<file path="src/rtl/fmap_rd_seq.sv">
// Read-side sequencer for the feature-map buffer.
// Walks a burst of RAM reads and streams the words out through a 4-deep FIFO.
module fmap_rd_seq #(
  parameter int DWIDTH = 24,
  parameter int AWIDTH = 8
) (
  input  logic              clk,
  input  logic              rst,
  input  logic              start,
  input  logic [AWIDTH-1:0] base,
  input  logic [AWIDTH:0]   len,
  output logic [AWIDTH-1:0] ram_adr_r,
  input  logic [DWIDTH-1:0] ram_dat,
  output logic              m_valid,
  input  logic              m_ready,
  output logic [DWIDTH-1:0] m_data,
  output logic              m_last,
  output logic              busy,
  output logic              done
);

  typedef enum logic [1:0] {
    IDLE  = 2'd0,
    RUN   = 2'd1,
    DRAIN = 2'd2
  } state_t;

  localparam logic [AWIDTH:0] ONE = 1;

  state_t state;

  // reads still to be issued in this burst
  logic [AWIDTH:0] remain;

  // p1: read issued last edge, RAM registers it now
  // p2: RAM output valid now, pushed at this edge
  logic p1, p2;
  logic l1, l2;

  logic [DWIDTH-1:0] fmem [4];
  logic [3:0]        flast;
  logic [1:0]        wptr;
  logic [1:0]        rptr;
  logic [2:0]        cnt;

  logic [2:0] inflight;
  logic       issue;
  logic       push;
  logic       pop;

  // credit check uses occupancy before this edge; pops are not credited
  always_comb begin
    inflight = {2'b0, p1} + {2'b0, p2};
    issue    = (state == RUN) && ((cnt + inflight) < 3'd4);
    push     = p2;
    pop      = m_valid & m_ready;
  end

  // show-ahead head of the FIFO drives the stream
  always_comb begin
    m_valid = (cnt != 3'd0);
    m_data  = fmem[rptr];
    m_last  = flast[rptr] & m_valid;
  end

  // burst FSM, address counter and read pipeline tags
  always_ff @(posedge clk or posedge rst) begin
    if (rst) begin
      state     <= IDLE;
      remain    <= '0;
      ram_adr_r <= '0;
      p1        <= 1'b0;
      p2        <= 1'b0;
      l1        <= 1'b0;
      l2        <= 1'b0;
      busy      <= 1'b0;
      done      <= 1'b0;
    end else begin
      done <= 1'b0;
      p2   <= p1;
      l2   <= l1;
      p1   <= 1'b0;
      l1   <= 1'b0;
      unique case (state)
        IDLE: begin
          if (start) begin
            if (len == '0) begin
              done <= 1'b1;
            end else begin
              busy      <= 1'b1;
              ram_adr_r <= base;
              p1        <= 1'b1;
              l1        <= (len == ONE);
              remain    <= len - ONE;
              state     <= (len == ONE) ? DRAIN : RUN;
            end
          end
        end
        RUN: begin
          if (issue) begin
            ram_adr_r <= ram_adr_r + 1'b1;
            p1        <= 1'b1;
            l1        <= (remain == ONE);
            remain    <= remain - ONE;
            if (remain == ONE) begin
              state <= DRAIN;
            end
          end
        end
        DRAIN: begin
          if (pop && m_last) begin
            state <= IDLE;
            busy  <= 1'b0;
            done  <= 1'b1;
          end
        end
        default: state <= IDLE;
      endcase
    end
  end

  // output FIFO, depth 4; push and pop together keep the count
  always_ff @(posedge clk or posedge rst) begin
    if (rst) begin
      for (int i = 0; i < 4; i++) begin
        fmem[i] <= '0;
      end
      flast <= '0;
      wptr  <= '0;
      rptr  <= '0;
      cnt   <= '0;
    end else begin
      if (push) begin
        fmem[wptr]  <= ram_dat;
        flast[wptr] <= l2;
        wptr        <= wptr + 2'd1;
      end
      if (pop) begin
        rptr <= rptr + 2'd1;
      end
      cnt <= cnt + {2'b0, push} - {2'b0, pop};
    end
  end

endmodule
</file>
<file path="config.mk">
export PLATFORM = sky130hd
export DESIGN_NAME = fmap_rd_seq
export DESIGN_NICKNAME = d
export VERILOG_FILES = /design/src/rtl/fmap_rd_seq.sv
export SDC_FILE = /design/constraint.sdc
export NUM_CORES = 1
export LEC_CHECK = 0
export BUFFER_PORTS_ARGS = -buffer_cell sky130_fd_sc_hd__buf_4
export CORE_ASPECT_RATIO = 0.9
export CORE_MARGIN = 10
export CORE_UTILIZATION = 25
export DETAILED_ROUTE_END_ITERATION = 8
export PLACE_DENSITY = 0.48
export SYNTH_ARGS = -nofsm -noshare
export SYNTH_HDL_FRONTEND = slang
export SYNTH_SLANG_ARGS = --single-unit
export TNS_END_PERCENT = 50
</file>
<file path="constraint.sdc">
create_clock -name clk -period 3.91 [get_ports clk]
set_input_delay 0.391 -clock clk [delete_from_list [all_inputs] [get_ports clk]]
set_output_delay 0.391 -clock clk [all_outputs]
set_load 0.01 [all_outputs]
</file>
# Word level (Yosys, flattened, before mapping)
# Index checks and enable logic that the tools add are counted.
# word_totals
rom_bits	0
wordCells	100
latch_bits	0
reg_bits	132
ram_bits	0
memories	0
in_bits	45
# classes
shift	0
reduce_logical	12
n_eq_ne	9
n_div	0
n_lt_le_gt_ge	7
mux	42
n_mul	0
n_bitwise	4
addsub	9
# ops
operator	n
bitwise mux 96 bit	1
two-way mux 24 bit	3
binary-select mux 24 bit (select 2 bit)	1
demux 24 bit (select 2 bit)	1
two-way mux 9 bit	3
two-way mux 8 bit	3
== test 9 x 1 -> 1 bit (second input constant)	2
case mux 9 bit (2 select lines)	1
subtractor 9 x 1 -> 9 bit (second input constant)	2
case mux 8 bit (2 select lines)	1
two-way mux 1 bit	14
two-way mux 2 bit	6
logical NOT 9 bit	1
adder 8 x 1 -> 8 bit (second input constant)	1
!= test 2 bit (second input constant)	4
case mux 1 bit (2 select lines)	4
AND reduction 4 bit	2
>= comparator 3 bit (second input constant)	2
< comparator 2 x 3 -> 1 bit (second input constant)	2
inverter 2 -> 3 bit	2
case mux 2 bit (3 select lines)	1
AND reduction 5 bit	1
adder 2 x 1 -> 2 bit (second input constant)	2
bitwise mux 4 bit	1
17 further kinds	22

# Logic depth before layout (Yosys ltp)
# Gate-level depths: netlist of the first run.
# depth
depth_word	6
ltp_mapped	8
depth_no_buf	7

# Worst setup path after synthesis of the first run
# Ideal clock, no wire load.
# synth_path
kind	input to register
startpoint	in len[0]
endpoint	reg ram_adr_r[2]
t_required_ns	3.787
slack_ns	1.733
arrival_ns	2.054
path_buffers	1
setup_ns	0.123
cell_stages	8
path_cell_list	inv_1 ha_1 or3b_2 buf_4 o31a_2 nor2_8 inv_2 o221a_2
# synth_via
elab_chain_len	3
# synth_lines
item	line_no	source
start, declared	11	input logic [AWIDTH:0] len,
logical NOT 9 bit	87	if (len == '0) begin
!= test 2 bit (no source line)	-	
AND reduction 4 bit (no source line)	-	
end signal, assigned	91	ram_adr_r <= base;
end signal, assigned	101	ram_adr_r <= ram_adr_r + 1'b1;
end, declared	12	output logic [AWIDTH-1:0] ram_adr_r,
# No other way between the ends.
# A chain may end at the register's enable or synchronous reset.

# Final worst setup path of the first run
# layout_path
startpoint	reg rptr[0]
endpoint	out m_last
# layout_via
elab_chain_len	3
# layout_lines
item	line_no	source
start, declared	43	logic [1:0] rptr;
start signal, assigned	139	rptr <= rptr + 2'd1;
binary-select mux 1 bit (select 2 bit)	63	m_last = flast[rptr] & m_valid;
two-way mux 1 bit (implied by the code)	63	
AND 1 bit	63	
end, declared	17	output logic m_last,
# No other way between the ends. The select of a mux whose other input is x is not followed.

==> impl_metrics.ini, run 1 <==
[status]
status = completed

[cells_and_area]
finalInstanceArea_sq_um = 7880
antennaDiodeCount = 0
drive_above_1_share_pct = 47.5
utilization_pct = 31.5
synthToLayoutAreaGrowth_pct = 25.1
final_nets = 597
instances_no_fill = 893

[clock_tree]
cts_buffer_depth = 2
clkTransAtPathRegs_ps = 60
clock_sinks = 132
postCtsHoldBufs = 0
cts-buffers-inserted = 17
post_cts_buffers = 0
clk_latency_ps = 420
post_cts_resized = 0
root_buffer = clkbuf_16
htree_levels = 4
cts_tree = built

[global_route]
antenna_found_initial = 0
overflow = 0
grt_pass1_vias = 4699
met3_usage_pct = 3.56
use_met1_pct = 12.4
busiest_layer = met2
grt_max_degree = 97
use_met2_pct = 17.1
track_usage_pct = 10.3
grt_pass1_wl_microns = 25600

[floorplanning]
start_util_pct = 25.2
dieWidth_microns = 187
dieArea_sq_um = 31900
core_area_sq_um = 25000
die_height_microns = 171
io_pins = 81
fp-row-count = 55

[timing]
period_share_pct = 69.6
period_needed_ps = 2720
final-hold-violation-count = 0
fin_tns_setup_ps = 0
slew_headroom_pct = 22.8
rsz0062_at_grt = false
final-setup-viol-count = 0
max_slew.worst_pin.slew_ps = 1160
max_freq_ghz = 0.367
finalClockSkew_ps = 10.3
final_max_slew_viol_count = 0

[route]
drc_errors = 0
via_per_inst = 4.65
wl_per_cell_microns = 17.7
dr.pass1.iters = 5
routed_wl_microns = 15800
vias = 4148
drt-initial-drc-count = 229
ant_nets = 0

[placement]
gp_congestion = 0.826
dp_hpwl_microns = 10600
port-buffer-count = 80
place_area_sq_um = 7300
place_inst = 862

[critical_path]
crit_fanout = 27
worstSetupPathType = flip-flop to output pin
cp.arrival_ps = 2330
cp-start-kind = flip-flop
critPathRequiredTime_ps = 3520
worstSetupEndpointType = output pin

[logic_synthesis]
synth_ff_type = dfrtp_1
synth_nets = 514
yosysUniqueCellTypes = 56
yosys_register_bits = 132
synth_area_sq_um = 6290
synth_edf_count = 0
ys_seq_area_share_pct = 52.5
synth_area_per_cell_sq_um = 13.8
yosysWarnings = 0
async_flop_share_pct = 100
postSynthCellCount = 456

[run]
maxCapViolations = 0

[power]
vdd_drop_max_mv = 0.264
cellLeakagePower_nw = 3.31
power_density_nw_per_um2 = 887

[hold_path]
min_path_type = input port to asynchronous set/reset pin
## final cells by class
| type | instances | area, sq um |
|---|---|---|
| flip-flops and latches | 132 | 3310 |
| clock inverters | 13 | 151 |
| multi-input cells | 285 | 2840 |
| clock buffers | 18 | 429 |
| fillers | 2511 | 17100 |
| repair buffers | 86 | 658 |
| well taps | 342 | 428 |
| inverters | 17 | 67.6 |
## flip-flops by register name, indices dropped and copies added (netlist names)
register   cells
flast          4
l2             1
rptr           2
remain         9
p1             1
busy           1
fmem          96
state          2
done           1
wptr           2
l1             1
p2             1
cnt            3
ram_adr_r      8
## per-layer routing
metal,up-vias,wire [microns]
met3,14,1040
li1,1890,-
met2,115,7670
met5,-,0
met4,0,158
met1,2129,6950
## layout by cell type, fill, tap and decap left out, types with 4 or more instances in the layout
cell,netlist,layout
buf_4,1,85
nor3_1,10,10
o31ai_1,5,5
clkinv_4,0,6
dfrtp_1,132,130
inv_1,16,15
or3b_2,4,4
o211ai_1,4,4
a21oi_1,8,8
nor2_1,9,9
nand3_1,9,9
o22ai_1,4,4
mux2_2,100,100
xor2_1,4,4
nand2_1,16,16
ha_1,12,12
a22o_1,5,5
mux4_2,25,25
o21ai_0,15,15
clkbuf_16,0,17
## cells in the mapped netlist, types with 3 or more instances
cell,number,area [sq um]
a21oi_1,8,40.0
a22o_1,5,43.8
a31oi_1,3,18.8
and3_1,3,18.8
buf_2,3,15.0
clkbuf_1,16,60.1
dfrtp_1,132,3300
ha_1,12,150
inv_1,16,60.1
mux2_2,100,1130
mux4_2,25,563
nand2_1,16,60.1
nand3_1,9,45.0
nor2_1,9,33.8
nor3_1,10,50.1
o211ai_1,4,30.0
o21ai_0,15,75.1
o22ai_1,4,25.0
o311ai_0,3,26.3
o31ai_1,5,37.5
or3b_2,4,35.0
or4_1,3,22.5
xnor2_1,3,26.3
xor2_1,4,35.0
## kinds of logic after synthesis
kind of cell	count (synthesis)	synth area share, %
compound gates	67	7.97
xor+xnor	7	0.974
fa+ha+maj	13	2.70
buf+inv	39	2.45
flops	132	52.5
mux	125	26.8
simple gates	73	6.58
## final timing paths
kind	slack [ps]	to	depth (start not counted)	start
min in group clk	230	fmem[33]$_DFFE_PP0P_	2	ram_dat[9]
worst max-delay path	1190	m_last	3	rptr[0]$_DFFE_PP0P_
max in group asynchronous	2800	fmem[58]$_DFFE_PP0P_	3	rst
worst max register to register	1590	state[1]$_DFFE_PP0P_	5	cnt[0]$_DFF_PP0_
worst min-delay path	150	remain[7]$_DFFE_PP0P_	2	rst
worst min register to register	350	l2$_DFF_PP0_	0	l1$_DFF_PP0_
## stage by stage
step | setup WS (ps) | total power, mW | hold WS (ps)
CTS | 1110 | 7.13 | 173
global placement | 1400 | 5.38 | 337
floorplan | 1730 | 4.39 | 331
global route | 1050 | 7.48 | 209
finish | 1190 | 6.99 | 152
detailed placement | 1340 | 5.53 | 340
## power breakdown
group	total, mW	switching [mW]	internal (mW)
sequential	2.58	0.548	2.03
combinational	2.85	1.20	1.65
clock	1.56	0.619	0.945
## worst max-delay path, stage by stage (launching register included)
cell,delay [ps]
dfrtp_2,920
mux4_2,670
and2_1,190
buf_4,140
Power figures use the tool's default switching activity.
==> inputs of run 2 (changes only) <==
--- a/config.mk
+++ b/config.mk
@@ -5,6 +5,7 @@
 export SDC_FILE = /design/constraint.sdc
 export NUM_CORES = 1
 export LEC_CHECK = 0
+export ABC_AREA = 1
 export BUFFER_PORTS_ARGS = -buffer_cell sky130_fd_sc_hd__buf_4
 export CORE_ASPECT_RATIO = 0.9
 export CORE_MARGIN = 10
==> constraint.sdc (replaced) <==
create_clock -name clk -period 2.2 [get_ports clk]
set_input_delay 0.22 -clock clk [delete_from_list [all_inputs] [get_ports clk]]
set_output_delay 0.22 -clock clk [all_outputs]
set_load 0.01 [all_outputs]
==> run 2 against run 1 <==
Die area rose by 2.0%. Routed wire length grew 8.8%. Clock-buffer cell count grew 1. Global-route usage is 0.74 points higher.
==> impl_metrics.ini, run 2 <==
[status]
status = completed

[timing]
final_max_slew_viol_count = 0
slew_headroom_pct = 50.1
final-setup-viol-count = 0
fin_tns_setup_ps = 0
max_freq_ghz = 0.500
rsz0062_at_grt = false
period_share_pct = 91.0
finalClockSkew_ps = 9.82
final-hold-violation-count = 0
period_needed_ps = 2000
worst_slack_ps = 198
max_slew.worst_pin.slew_ps = 746

[cells_and_area]
mostFrequentLayoutCells = nand2_1 (200), o21ai_0 (162), dfrtp_1 (131)
drive_above_1_share_pct = 19.1
antennaDiodeCount = 0
final_nets = 926
fill_cells = 2714
largest-register = fmem
layout_commonest_cell = nand2_1
utilization_pct = 32.4
finalInstanceArea_sq_um = 8190
synthToLayoutAreaGrowth_pct = 27.3
largest_reg_flops = 96
largestRegisters = fmem: 96 flops, remain: 9 flops, ram_adr_r: 8 flops

[logic_synthesis]
yosys_register_bits = 132
synth_area_sq_um = 6440
ys_seq_area_share_pct = 51.3
synth_area_per_cell_sq_um = 8.14
synth_ff_type = dfrtp_1
synth_top_cell_by_area = dfrtp_1
netlist_top_cells_area = dfrtp_1 (51%), o21ai_0 (13%), nand2_1 (12%)
yosysUniqueCellTypes = 30
yosysWarnings = 0
async_flop_share_pct = 100
ys_top_cells_by_count = nand2_1 (204), o21ai_0 (162), dfrtp_1 (132)
postSynthCellCount = 791
synth.most_common_cell = nand2_1
synth_edf_count = 0
synth_top_area_share_pct = 51.3
synth_nets = 849

[floorplanning]
dieWidth_microns = 189
core_area_sq_um = 25300
io_pins = 81
fp-row-count = 55
start_util_pct = 25.5
die_height_microns = 172
dieArea_sq_um = 32600

[critical_path]
worstSetupPathType = flip-flop to flip-flop
crit_fanout = 4
critPathRequiredTime_ps = 2500
cp.arrival_ps = 2300
worstSetupEndpointType = flip-flop
crit_start = cnt[1]$_DFF_PP0_
r2r-start = cnt[1]$_DFF_PP0_
reg2reg_depth = 9
cp-start-kind = flip-flop
cp-endpoint = cnt[2]$_DFF_PP0_
reg2reg_to = cnt[2]$_DFF_PP0_
r2r_slack_ps = 200

[power]
vdd_drop_max_mv = 0.526
clkPwrFrac_pct = 22.9
fin_total_pwr_mw = 13.0
cellLeakagePower_nw = 3.99
p_int_mw = 7.78
sequentialPowerShare_pct = 33.3
power_switching_mw = 5.21
pwr-share-comb_pct = 43.8
swShare_pct = 40.1
power_density_nw_per_um2 = 1590

[route]
ant_nets = 0
via_per_inst = 4.37
route.met3.wl_microns = 895
highest_layer = met4
drc_errors = 0
routed_wl_microns = 17200
vias = 5343
wl_met1_microns = 8330
drt-initial-drc-count = 405
dr.pass1.iters = 5
wl_per_cell_microns = 14.1
wl_met2_microns = 7950

[global_route]
track_usage_pct = 11.0
grt_max_degree = 51
overflow = 0
antenna_found_initial = 0
grt_pass1_vias = 5304
grt_pass1_wl_microns = 28600

[clock_tree]
clock_sinks = 132
clk_latency_ps = 420
post_cts_resized = 0
root_buffer = clkbuf_16
cts_buffer_depth = 2
htree_levels = 4
cts-buffers-inserted = 17
cts_tree = built
clkTransAtPathRegs_ps = 60

[hold_path]
hold_depth = 3
min_path_type = input port to flip-flop

[placement]
pre_cts_ws_ps = 190
place_area_sq_um = 7550
port-buffer-count = 80
gp_congestion = 0.767
dp_hpwl_microns = 11500

[run]
maxCapViolations = 0
==> run 2: cell types whose count changed after synthesis, sizes merged, moves of 6 or more <==
cell / previous run / this run
nor3: 10 / 0
nand2: 16 / 222
inv: 17 / 66
mux4: 25 / 0
nand3: 9 / 34
o22ai: 5 / 25
a21oi: 8 / 2
mux2: 100 / 0
o31ai: 6 / 0
o21ai: 15 / 168
nor2: 10 / 70
clkbuf: 16 / 33
==> run 2: what timing repair did <==
item	4_1_cts	5_1_grt
hold buffers	1	0
setup endpoints to repair	1	0
hold endpoints to repair	20	0
setup buffers	3	0
==> run 2: logic make-up (layout without fill, tap and decap cells) <==
| kind of cell | after synthesis | count (layout) | synth area share, % |
|---|---|---|---|
| DFF | 132 | 132 | 51.3 |
| and+or+nand+nor | 336 | 336 | 22.4 |
| xor gates and xnor gates | 4 | 4 | 0.544 |
| AOI/OAI and AO/OA | 197 | 197 | 15.9 |
| adders and majority gates | 13 | 13 | 2.64 |
| buffers and inverters | 109 | 199 | 7.19 |
==> run 2: cell type report <==
class / instances / area (sq um) / share of cell area (%)
Multi-Input combinational cell: 550 / 2680 / 32.7
Tap cell: 342 / 428 / 5.22
Clock buffer: 19 / 443 / 5.41
Sequential cell: 132 / 3300 / 40.3
Timing Repair Buffer: 101 / 911 / 11.1
Clock inverter: 13 / 170 / 2.08
Inverter: 66 / 256 / 3.13
==> run 2: power by group through the flow <==
| stage | registers, mW | logic [mW] | clock network, mW |
|---|---|---|---|
| after global placement | 4.38 | 5.71 | 0 |
| after detailed placement | 4.38 | 5.79 | 0 |
| final | 4.33 | 5.70 | 2.97 |
| after CTS | 4.33 | 5.87 | 3.06 |
| after global routing | 4.49 | 6.60 | 3.18 |
| after floorplan | 4.19 | 3.80 | 0 |
==> run 2: critical path: stages, from the launching register on <==
cell and delay [ps]:
dfrtp_1 410, inv_1 120, nand3_1 130, nand2_1 100
inv_1 90, ha_1 280, inv_1 30, ha_1 180
fa_1 370, xor2_1 160
==> run 2: how the worst min path moves through the flow <==
stage                                           to  slack, ps          from
after floorplan                       l2$_DFF_PP0_        330  l1$_DFF_PP0_
after global placement                l2$_DFF_PP0_        340  l1$_DFF_PP0_
after detailed placement              l2$_DFF_PP0_        340  l1$_DFF_PP0_
after CTS                 ram_adr_r[0]$_DFFE_PP0P_         80       base[0]
after global routing              busy$_DFFE_PP0P_        100         start
final                               done$_DFF_PP0_         90         start
==> run 2: per-stage QoR <==
step                      hold WS (ps)  cells
after global placement             342   1187
final                             92.8   1223
after global routing               103   1223
after detailed placement           336   1187
after floorplan                    331    791
after CTS                         82.4   1223
==> run 2: routing by layer <==
layer	track usage, %	vias up
met5	0	-
met4	2.59	0
met3	3.58	2
met2	17.2	94
met1	14.5	2514
li1	-	2733
